File: src/rtl/load_store_unit_pkg.sv
// Shared constants, FSM state type and the sub-word merge helper for the
// load/store unit.
package lsu_pkg;

  localparam int WORD_W = 32;
  localparam int BYTE_W = 8;
  localparam int LANES  = WORD_W / BYTE_W;

  localparam logic [2:0] F3_B  = 3'b000;
  localparam logic [2:0] F3_H  = 3'b001;
  localparam logic [2:0] F3_W  = 3'b010;
  localparam logic [2:0] F3_BU = 3'b100;
  localparam logic [2:0] F3_HU = 3'b101;

  typedef enum logic [1:0] {
    IDLE,
    RMW_WRITE,
    FAULT_HOLD
  } state_t;

  // Replace the addressed byte or halfword of old_word with the low bits of data.
  function automatic logic [WORD_W-1:0] merge_lane(
    input logic [WORD_W-1:0] old_word,
    input logic [WORD_W-1:0] data,
    input logic [1:0]        offset,
    input logic              half
  );
    logic [WORD_W-1:0] merged;
    merged = old_word;
    if (half) merged[{offset[1], 4'b0000} +: 16] = data[15:0];
    else      merged[{offset, 3'b000} +: BYTE_W] = data[BYTE_W-1:0];
    return merged;
  endfunction

endpackage

File: src/rtl/load_store_unit_if.sv
// Core-side request bus and data_memory port of the load/store unit.
interface load_store_unit_if;
  import lsu_pkg::*;

  logic              req_valid;
  logic              req_write;
  logic [2:0]        funct3;
  logic [WORD_W-1:0] addr;
  logic [WORD_W-1:0] wdata;
  logic [WORD_W-1:0] rdata;
  logic              stall;
  logic              done;
  logic              fault;

  logic [WORD_W-1:0] mem_address;
  logic [WORD_W-1:0] mem_write_data;
  logic              mem_Memwrite;
  logic              mem_Memread;
  logic [WORD_W-1:0] mem_read_data;

  modport slave (
    input  req_valid, req_write, funct3, addr, wdata, mem_read_data,
    output rdata, stall, done, fault,
           mem_address, mem_write_data, mem_Memwrite, mem_Memread
  );

  modport master (
    output req_valid, req_write, funct3, addr, wdata, mem_read_data,
    input  rdata, stall, done, fault,
           mem_address, mem_write_data, mem_Memwrite, mem_Memread
  );

endinterface

File: src/rtl/load_store_unit_load_extend.sv
// Selects the addressed byte/halfword lane of a memory word and sign- or
// zero-extends it according to funct3.
module load_extend
  import lsu_pkg::*;
(
  input  logic [WORD_W-1:0] word,
  input  logic [1:0]        offset,
  input  logic [2:0]        funct3,
  output logic [WORD_W-1:0] value
);

  logic [BYTE_W-1:0] byte_lane;
  logic [15:0]       half_lane;

  assign byte_lane = word[{offset, 3'b000} +: BYTE_W];
  assign half_lane = word[{offset[1], 4'b0000} +: 16];

  always_comb begin
    value = '0;
    case (funct3)
      F3_B:    value = {{(WORD_W-BYTE_W){byte_lane[BYTE_W-1]}}, byte_lane};
      F3_H:    value = {{(WORD_W-16){half_lane[15]}}, half_lane};
      F3_W:    value = word;
      F3_BU:   value = {{(WORD_W-BYTE_W){1'b0}}, byte_lane};
      F3_HU:   value = {{(WORD_W-16){1'b0}}, half_lane};
      default: value = '0;
    endcase
  end

endmodule

File: src/rtl/load_store_unit.sv
// Load/store unit: single-cycle loads and word stores, two-cycle
// read-modify-write for byte/halfword stores, one-cycle fault reporting.
module load_store_unit
  import lsu_pkg::*;
#(
  parameter int DEPTH_WORDS = 32
) (
  input  logic               clk,
  input  logic               reset,
  load_store_unit_if.slave   bus
);

  state_t            state, next_state;
  logic [WORD_W-1:0] merge_q, merge_d;
  logic [29:0]       addr_q, addr_d;
  logic [WORD_W-1:0] load_value;
  logic              legal;
  logic              in_range;

  load_extend u_load_extend (
    .word   (bus.mem_read_data),
    .offset (bus.addr[1:0]),
    .funct3 (bus.funct3),
    .value  (load_value)
  );

  assign in_range = ({2'b00, bus.addr[31:2]} < 32'(DEPTH_WORDS));

  always_comb begin
    legal = 1'b0;
    case (bus.funct3)
      F3_B:    legal = 1'b1;
      F3_H:    legal = !bus.addr[0];
      F3_W:    legal = (bus.addr[1:0] == 2'b00);
      F3_BU:   legal = !bus.req_write;
      F3_HU:   legal = !bus.req_write && !bus.addr[0];
      default: legal = 1'b0;
    endcase
    if (!in_range) legal = 1'b0;
  end

  always_ff @(posedge clk) begin
    if (reset) begin
      state   <= IDLE;
      merge_q <= '0;
      addr_q  <= '0;
    end else begin
      state   <= next_state;
      merge_q <= merge_d;
      addr_q  <= addr_d;
    end
  end

  // The word index is captured for the write-back cycle because the core is
  // released (stall low) while RMW_WRITE completes and may change addr.
  always_comb begin
    next_state         = state;
    merge_d            = merge_q;
    addr_d             = addr_q;
    bus.rdata          = '0;
    bus.stall          = 1'b0;
    bus.done           = 1'b0;
    bus.fault          = 1'b0;
    bus.mem_Memread    = 1'b0;
    bus.mem_Memwrite   = 1'b0;
    bus.mem_address    = {2'b00, bus.addr[31:2]};
    bus.mem_write_data = bus.wdata;

    case (state)
      IDLE: begin
        if (bus.req_valid) begin
          if (!legal) begin
            bus.fault  = 1'b1;
            next_state = FAULT_HOLD;
          end else if (!bus.req_write) begin
            bus.mem_Memread = 1'b1;
            bus.rdata       = load_value;
            bus.done        = 1'b1;
          end else if (bus.funct3 == F3_W) begin
            bus.mem_Memwrite = 1'b1;
            bus.done         = 1'b1;
          end else begin
            bus.mem_Memread = 1'b1;
            bus.stall       = 1'b1;
            merge_d         = merge_lane(bus.mem_read_data, bus.wdata,
                                         bus.addr[1:0], bus.funct3 == F3_H);
            addr_d          = bus.addr[31:2];
            next_state      = RMW_WRITE;
          end
        end
      end

      RMW_WRITE: begin
        bus.mem_address    = {2'b00, addr_q};
        bus.mem_write_data = merge_q;
        bus.mem_Memwrite   = !reset;
        bus.done           = !reset;
        next_state         = IDLE;
      end

      FAULT_HOLD: begin
        bus.stall  = 1'b1;
        next_state = IDLE;
      end

      default: next_state = IDLE;
    endcase
  end

endmodule

File: src/flat_wrapper.sv
// flat-port wrapper written by rule: the top's interface ports become plain ports
module load_store_unit_flat import lsu_pkg::*;
#(
  parameter int DEPTH_WORDS = 32
)
  (clk, reset, bus_req_valid, bus_req_write, bus_funct3, bus_addr, bus_wdata, bus_mem_read_data, bus_rdata, bus_stall, bus_done, bus_fault, bus_mem_address, bus_mem_write_data, bus_mem_Memwrite, bus_mem_Memread);
  load_store_unit_if bus_i ();
  input  logic clk;
  input  logic reset;
  input wire logic [$bits(bus_i.req_valid)-1:0] bus_req_valid;
  input wire logic [$bits(bus_i.req_write)-1:0] bus_req_write;
  input wire logic [$bits(bus_i.funct3)-1:0] bus_funct3;
  input wire logic [$bits(bus_i.addr)-1:0] bus_addr;
  input wire logic [$bits(bus_i.wdata)-1:0] bus_wdata;
  input wire logic [$bits(bus_i.mem_read_data)-1:0] bus_mem_read_data;
  output wire logic [$bits(bus_i.rdata)-1:0] bus_rdata;
  output wire logic [$bits(bus_i.stall)-1:0] bus_stall;
  output wire logic [$bits(bus_i.done)-1:0] bus_done;
  output wire logic [$bits(bus_i.fault)-1:0] bus_fault;
  output wire logic [$bits(bus_i.mem_address)-1:0] bus_mem_address;
  output wire logic [$bits(bus_i.mem_write_data)-1:0] bus_mem_write_data;
  output wire logic [$bits(bus_i.mem_Memwrite)-1:0] bus_mem_Memwrite;
  output wire logic [$bits(bus_i.mem_Memread)-1:0] bus_mem_Memread;
  assign bus_i.req_valid = bus_req_valid;
  assign bus_i.req_write = bus_req_write;
  assign bus_i.funct3 = bus_funct3;
  assign bus_i.addr = bus_addr;
  assign bus_i.wdata = bus_wdata;
  assign bus_i.mem_read_data = bus_mem_read_data;
  assign bus_rdata = bus_i.rdata;
  assign bus_stall = bus_i.stall;
  assign bus_done = bus_i.done;
  assign bus_fault = bus_i.fault;
  assign bus_mem_address = bus_i.mem_address;
  assign bus_mem_write_data = bus_i.mem_write_data;
  assign bus_mem_Memwrite = bus_i.mem_Memwrite;
  assign bus_mem_Memread = bus_i.mem_Memread;
  load_store_unit #(.DEPTH_WORDS(DEPTH_WORDS)) u_core (.clk(clk), .reset(reset), .bus(bus_i));
endmodule
File: config.mk
export PLATFORM = sky130hd
export DESIGN_NAME = load_store_unit_flat
export DESIGN_NICKNAME = d
export VERILOG_FILES = /design/src/rtl/load_store_unit_pkg.sv /design/src/rtl/load_store_unit_if.sv /design/src/rtl/load_store_unit_load_extend.sv /design/src/rtl/load_store_unit.sv /design/src/flat_wrapper.sv
export SDC_FILE = /design/constraint.sdc
export NUM_CORES = 1
export LEC_CHECK = 0
export ABC_CLOCK_PERIOD_IN_PS = 7100
export CAP_MARGIN = 10
export CORE_UTILIZATION = 47
export CTS_CLUSTER_DIAMETER = 120
export DETAILED_ROUTE_END_ITERATION = 6
export PLACE_DENSITY = 0.95
export SLEW_MARGIN = 10
export SYNTH_ARGS = -nofsm -noshare
export SYNTH_HDL_FRONTEND = slang
export SYNTH_HIERARCHICAL = 1
export SYNTH_SLANG_ARGS = --single-unit
File: constraint.sdc
create_clock -name clk -period 7.1 [get_ports clk]
set_input_delay 1.42 -clock clk [delete_from_list [all_inputs] [get_ports clk]]
set_output_delay 1.42 -clock clk [all_outputs]
set_load 0.05 [all_outputs]
== After elaboration in Yosys (flattened, before gate mapping) ==
Cells that the tools add are included.

* Register bits after elaboration: 64
* Input bits: 103
* Output and inout port bits: 101

* Add/subtract/negate cells: 2
* $lt $le $gt $ge: 1
* Eq/ne operators: 8
* Shift operators: 6
* Muxes and demuxes: 36
* Bitwise operators: 2
* Reductions and logical operators: 10

{| class="wikitable"
|+ Operators with widths
! operator !! count
|-
| 32-bit two-way mux || 6
|-
| 32-bit case mux with 5 select lines || 1
|-
| 32-bit bitwise mux || 2
|-
| 16-bit by 7-bit variable shift with 32-bit output (first input constant) || 1
|-
| 8-bit by 7-bit variable shift with 32-bit output (first input constant) || 1
|-
| 16-bit by 7-bit variable part select with 32-bit output || 1
|-
| 32-bit by 6-bit variable part select with 16-bit output || 1
|-
| 32-bit by 6-bit variable part select with 8-bit output || 1
|-
| 8-bit by 7-bit variable part select with 32-bit output || 1
|-
| 30-bit by 6-bit less-than comparator with 1-bit output (second input constant) || 1
|-
| 30-bit two-way mux || 1
|-
| 1-bit two-way mux || 19
|-
| 5-bit negator with 7-bit output || 2
|-
| 3-bit == test (second input constant) || 2
|-
| 2-bit two-way mux || 3
|-
| 1-bit case mux with 2 select lines || 3
|-
| 1-bit case mux with 5 select lines || 1
|-
| 5-bit AND reduction || 1
|-
| 2-bit zero test || 2
|-
| 2-bit != test (second input constant) || 2
|-
| 3-bit by 1-bit == test with 1-bit output (second input constant) || 1
|-
| 3-bit by 2-bit == test with 1-bit output (second input constant) || 1
|-
| 1-bit zero test || 3
|-
| 3-bit zero test || 1
|-
| 6 further kinds || 7
|}

== Depth between registers and ports, before layout ==
Gate-level depths: netlist of the first run.

* Depth after elaboration: 7
* Mapped depth: 10

== Hierarchy ==
The synthesis of the first run kept the hierarchy.

{| class="wikitable"
|+ Modules (own cells, without submodules)
! module !! instances !! cells each !! area each (µm²) !! sequential area each (µm²)
|-
| load_store_unit || 1 || 407 || 3955.0 || 1281.2
|-
| load_extend || 1 || 117 || 822.0 || 0.0
|}

== Least setup slack after synthesis of the first run ==
No wires, ideal clock.

* Path kind: input to output
* From: input port bus_addr[1]
* To: output port bus_done
* Arrival: 3.531 ns
* Data required time: 5.680 ns
* Path slack: 2.149 ns
* Stages on the path: 7
* Buffers on the path: 1
* Cells stage by stage: buf_2 > inv_1 > ha_1 > nor3b_1 > o21ai_1 > or4_4 > o22ai_1

* Cells in the longest elaborated chain, start to end: 6

{| class="wikitable"
|+ RTL lines
! what !! line !! RTL
|-
| start: declaration || flat_wrapper.sv:13 || <nowiki>input wire logic [$bits(bus_i.addr)-1:0] bus_addr;</nowiki>
|-
| 2-bit zero test || load_store_unit.sv:34 || <nowiki>F3_W: legal = (bus.addr[1:0] == 2'b00);</nowiki>
|-
| 1-bit case mux with 5 select lines || load_store_unit.sv:31 || <nowiki>case (bus.funct3)</nowiki>
|-
| 1-bit two-way mux || load_store_unit.sv:39 || <nowiki>if (!in_range) legal = 1'b0;</nowiki>
|-
| 1-bit two-way mux || load_store_unit.sv:72 || <nowiki>if (!legal) begin</nowiki>
|-
| 1-bit two-way mux || load_store_unit.sv:71 || <nowiki>if (bus.req_valid) begin</nowiki>
|-
| 1-bit case mux with 2 select lines || load_store_unit.sv:69 || <nowiki>case (state)</nowiki>
|-
| end: declaration || flat_wrapper.sv:18 || <nowiki>output wire logic [$bits(bus_i.done)-1:0] bus_done;</nowiki>
|}

Every way passes these cells.

== Worst setup path in the final report of the first run ==
* From: input port bus_addr[0]
* To: output port bus_rdata[31]

* Cells in the longest elaborated chain, start to end: 7
* Elaborated cells between the ends (all ways): 11

{| class="wikitable"
|+ RTL lines
! what !! line !! RTL
|-
| branches (longest 4 deep; another with 32-bit by 6-bit variable part select with 8-bit output) || n/a ||
|-
| 32-bit two-way mux * || load_store_unit.sv:72 ||
|-
| 32-bit two-way mux * || load_store_unit.sv:71 ||
|-
| 32-bit two-way mux * || load_store_unit.sv:69 ||
|-
| end: declaration || flat_wrapper.sv:16 || <nowiki>output wire logic [$bits(bus_i.rdata)-1:0] bus_rdata;</nowiki>
|}

Mark *: on every way between the ends.

==> flow_metrics.py, run 1 <==
metrics = {
    "status": {
        "status": "completed",
    },
    "final_layout": {
        "drive_gt1_share_pct": 15.4,
        "area_delta_synth_final_pct": 45.4,
        "num_antenna_cells": 0,
        "fin_util_pct": 70.7,
        "final_common_cell": "clkdlybuf4s50_1",
        "fin_nets": 802,
        "final_cell_mix": "clkdlybuf4s50_1, mux2_2, dfxtp_1",
    },
    "logic_synthesis": {
        "synth.distinct_cells": 49,
        "ys_warn_count": 6,
        "synthArstFlopShare_pct": 0,
        "synth-seq-area-share_pct": 26.8,
        "netlist_instances": 524,
        "syn-cell-area_mm2": 0.00478,
        "yosys_most_used_dff": "dfxtp_1",
        "avgSynthCellArea_um2": 9.12,
        "synth_enable_flop_cells": 0,
        "synth_seq_cells": 64,
    },
    "worst_setup_path": {
        "end_kind": "output port",
        "r2r-start": "u_core/state[1]",
        "r2r_cells": 6,
        "crit_type": "input pin to output port",
        "critPathMaxFanout": 32,
        "rrSetupSlack_ns": 5.06,
        "r2r-end": "u_core/merge_q[11]",
        "start_kind": "input pin",
        "cp_data_arrival_time_ns": 4.95,
        "required_ns": 5.68,
    },
    "worst_hold_path": {
        "hold_class": "flip-flop to flip-flop",
        "holdCritStartpoint": "u_core/addr_q[12]",
        "hold_end": "u_core/addr_q[12]",
        "hold-path-cell-count": 1,
    },
    "clock_network": {
        "post-cts-setup-buffer-count": 0,
        "cts_made_buffers": 9,
        "clkTransAtPathRegs_ns": 0.08,
        "cts_num_sinks": 64,
        "cts_hold_buf": 0,
        "postCtsResizedCells": 0,
        "cts_tree": "done",
        "clk_latency_ns": 0.34,
        "h-tree-depth": 3,
        "root_buffer": "clkbuf_8",
        "clockBufferDepth": 2,
    },
    "die": {
        "dieArea_mm2": 0.0106,
        "core_mm2": 0.00982,
        "initial_core_util_pct": 48.6,
        "dieHeight_um": 103,
        "die_w_um": 103,
        "fp-row-count": 36,
        "ioPinCount": 204,
    },
    "grt": {
        "grt_pass1_wl_um": 24300,
        "antenna_found_initial": 0,
        "grt_max_degree": 67,
        "grt.overflow.total": 0,
        "grt.total_usage_pct": 30.1,
        "grt_pass1_vias": 4701,
    },
    "pwr": {
        "power_density_mw_per_mm2": 148,
        "ir_worst_vdd_v": 0.000117,
        "finalPower_mw": 1.03,
        "p_leak_nw": 2.48,
    },
    "route": {
        "drc": 0,
        "detail_route.wl_per_cell_um": 19.3,
        "routed_via_density": 5.90,
        "drtPass1Iterations": 7,
        "drtIter0Drc": 380,
        "routed_wl_um": 16000,
        "num_vias": 4918,
        "ant_nets": 0,
    },
    "place": {
        "portBuffers": 201,
        "dp_hpwl_um": 12100,
        "gp_congestion": 0.890,
    },
    "sta": {
        "period_share_pct": 89.8,
        "fin_setup_tns_ns": 0,
        "rsz0062_at_grt": "false",
        "finalHoldViolCount": 0,
        "slew_viol_final": 0,
        "setup-violations-final": 0,
        "tightest_slew_ns": 0.932,
        "finalCriticalPeriod_ns": 6.37,
        "max_freq_mhz": 157,
        "skew_ns": 0.00697,
        "max-slew-margin-rel_pct": 37.9,
    },
    "job": {
        "drv_cap": 0,
    },
}
[metrics by stage]
stage | instance area (um^2) | hold WS (ns) | setup WS, ns | instances
after floorplan | 4780 | 0.455 | 2.15 | 525
after global routing | 6940 | 0.487 | 0.449 | 833
after global placement | 6710 | 0.462 | 1.01 | 817
after detailed placement | 6710 | 0.466 | 0.796 | 817
final | 6940 | 0.473 | 0.727 | 833
after CTS | 6940 | 0.476 | 0.756 | 833
[worst max-delay path by stage]
stage / startpoint / endpoint
after floorplan: bus_addr[1] / bus_done
after global routing: bus_addr[0] / bus_rdata[31]
after detailed placement: bus_addr[0] / bus_rdata[31]
final: bus_addr[0] / bus_rdata[31]
after global placement: bus_addr[0] / bus_rdata[5]
after CTS: bus_addr[0] / bus_rdata[31]
[final cells by class]
cell class | count | area, um^2
inverter | 5 | 18.8
clock buffer | 10 | 138
sequential | 64 | 1280
clock inverter | 6 | 91.3
timing repair buffer | 206 | 2040
multi-input combinational | 409 | 3210
tap | 133 | 166
fill | 716 | 2880
[synthesized netlist by cell type (9+ instances only)]
master	count	area share [%]
a22o_1	16	2.9
buf_2	9	0.94
nand3_1	18	1.9
mux2i_1	56	12
dfxtp_1	64	27
mux2_2	71	17
nor2b_1	9	1.2
o211ai_1	16	2.5
o21ai_0	10	1.0
a22oi_1	13	2.0
and2_1	33	4.3
clkbuf_1	19	1.5
a221oi_1	16	2.9
buf_6	10	2.4
a21oi_1	23	2.4
nor3b_1	30	4.7
nor2_1	42	3.3
[critical path: stages]
cell and delay [ns]:
clkdlybuf4s50_1 0.63, inv_1 0.20, ha_1 0.26, nor3b_1 0.24, o21ai_1 0.18, or4_4 0.59, nor2_4 0.40, and2_1 0.21
clkdlybuf4s50_1 0.81
[sequential cells by signal, summed over array words and instances (netlist names)]
name and flops:
u_core/addr_q 30, u_core/state 2, u_core/merge_q 32
[power by group]
part | switching [mW] | internal (mW)
logic | 0.174 | 0.134
clock network | 0.152 | 0.209
registers | 0.000352 | 0.359
[routing by layer]
metal  share of wire [%]  GRT usage (%)  vias to the layer above
met5                   0              0                        -
li1                    -              -                     2287
met4                 3.2           14.1                        0
met1                  40           37.4                     2301
met3                 8.4           5.69                       42
met2                  49           50.2                      288
[kinds of logic (layout without fill, tap and decap cells)]
group | Yosys count | count (layout) | synth area share, %
flip-flops | 64 | 64 | 26.8
AO/OA/AOI/OAI | 112 | 112 | 16.9
buffers and inverters | 52 | 227 | 6.50
multiplexers | 128 | 128 | 28.8
adder cells (fa/ha/maj) | 4 | 4 | 1.05
AND/OR/NAND/NOR | 163 | 163 | 19.9
other | 1 | 2 | 0.0785
Note: power is estimated with default switching activity, not from simulation.
==> run 2, diff against run 1 <==
--- a/config.mk
+++ b/config.mk
@@ -9,7 +9,9 @@
 export CAP_MARGIN = 10
 export CORE_UTILIZATION = 47
 export CTS_CLUSTER_DIAMETER = 120
+export CTS_CLUSTER_SIZE = 14
 export DETAILED_ROUTE_END_ITERATION = 6
+export HOLD_SLACK_MARGIN = 0.08
 export PLACE_DENSITY = 0.95
 export SLEW_MARGIN = 10
 export SYNTH_ARGS = -nofsm -noshare
==> results of run 2 <==
The final DEF is identical to that of run 1; final timing and power are the same.
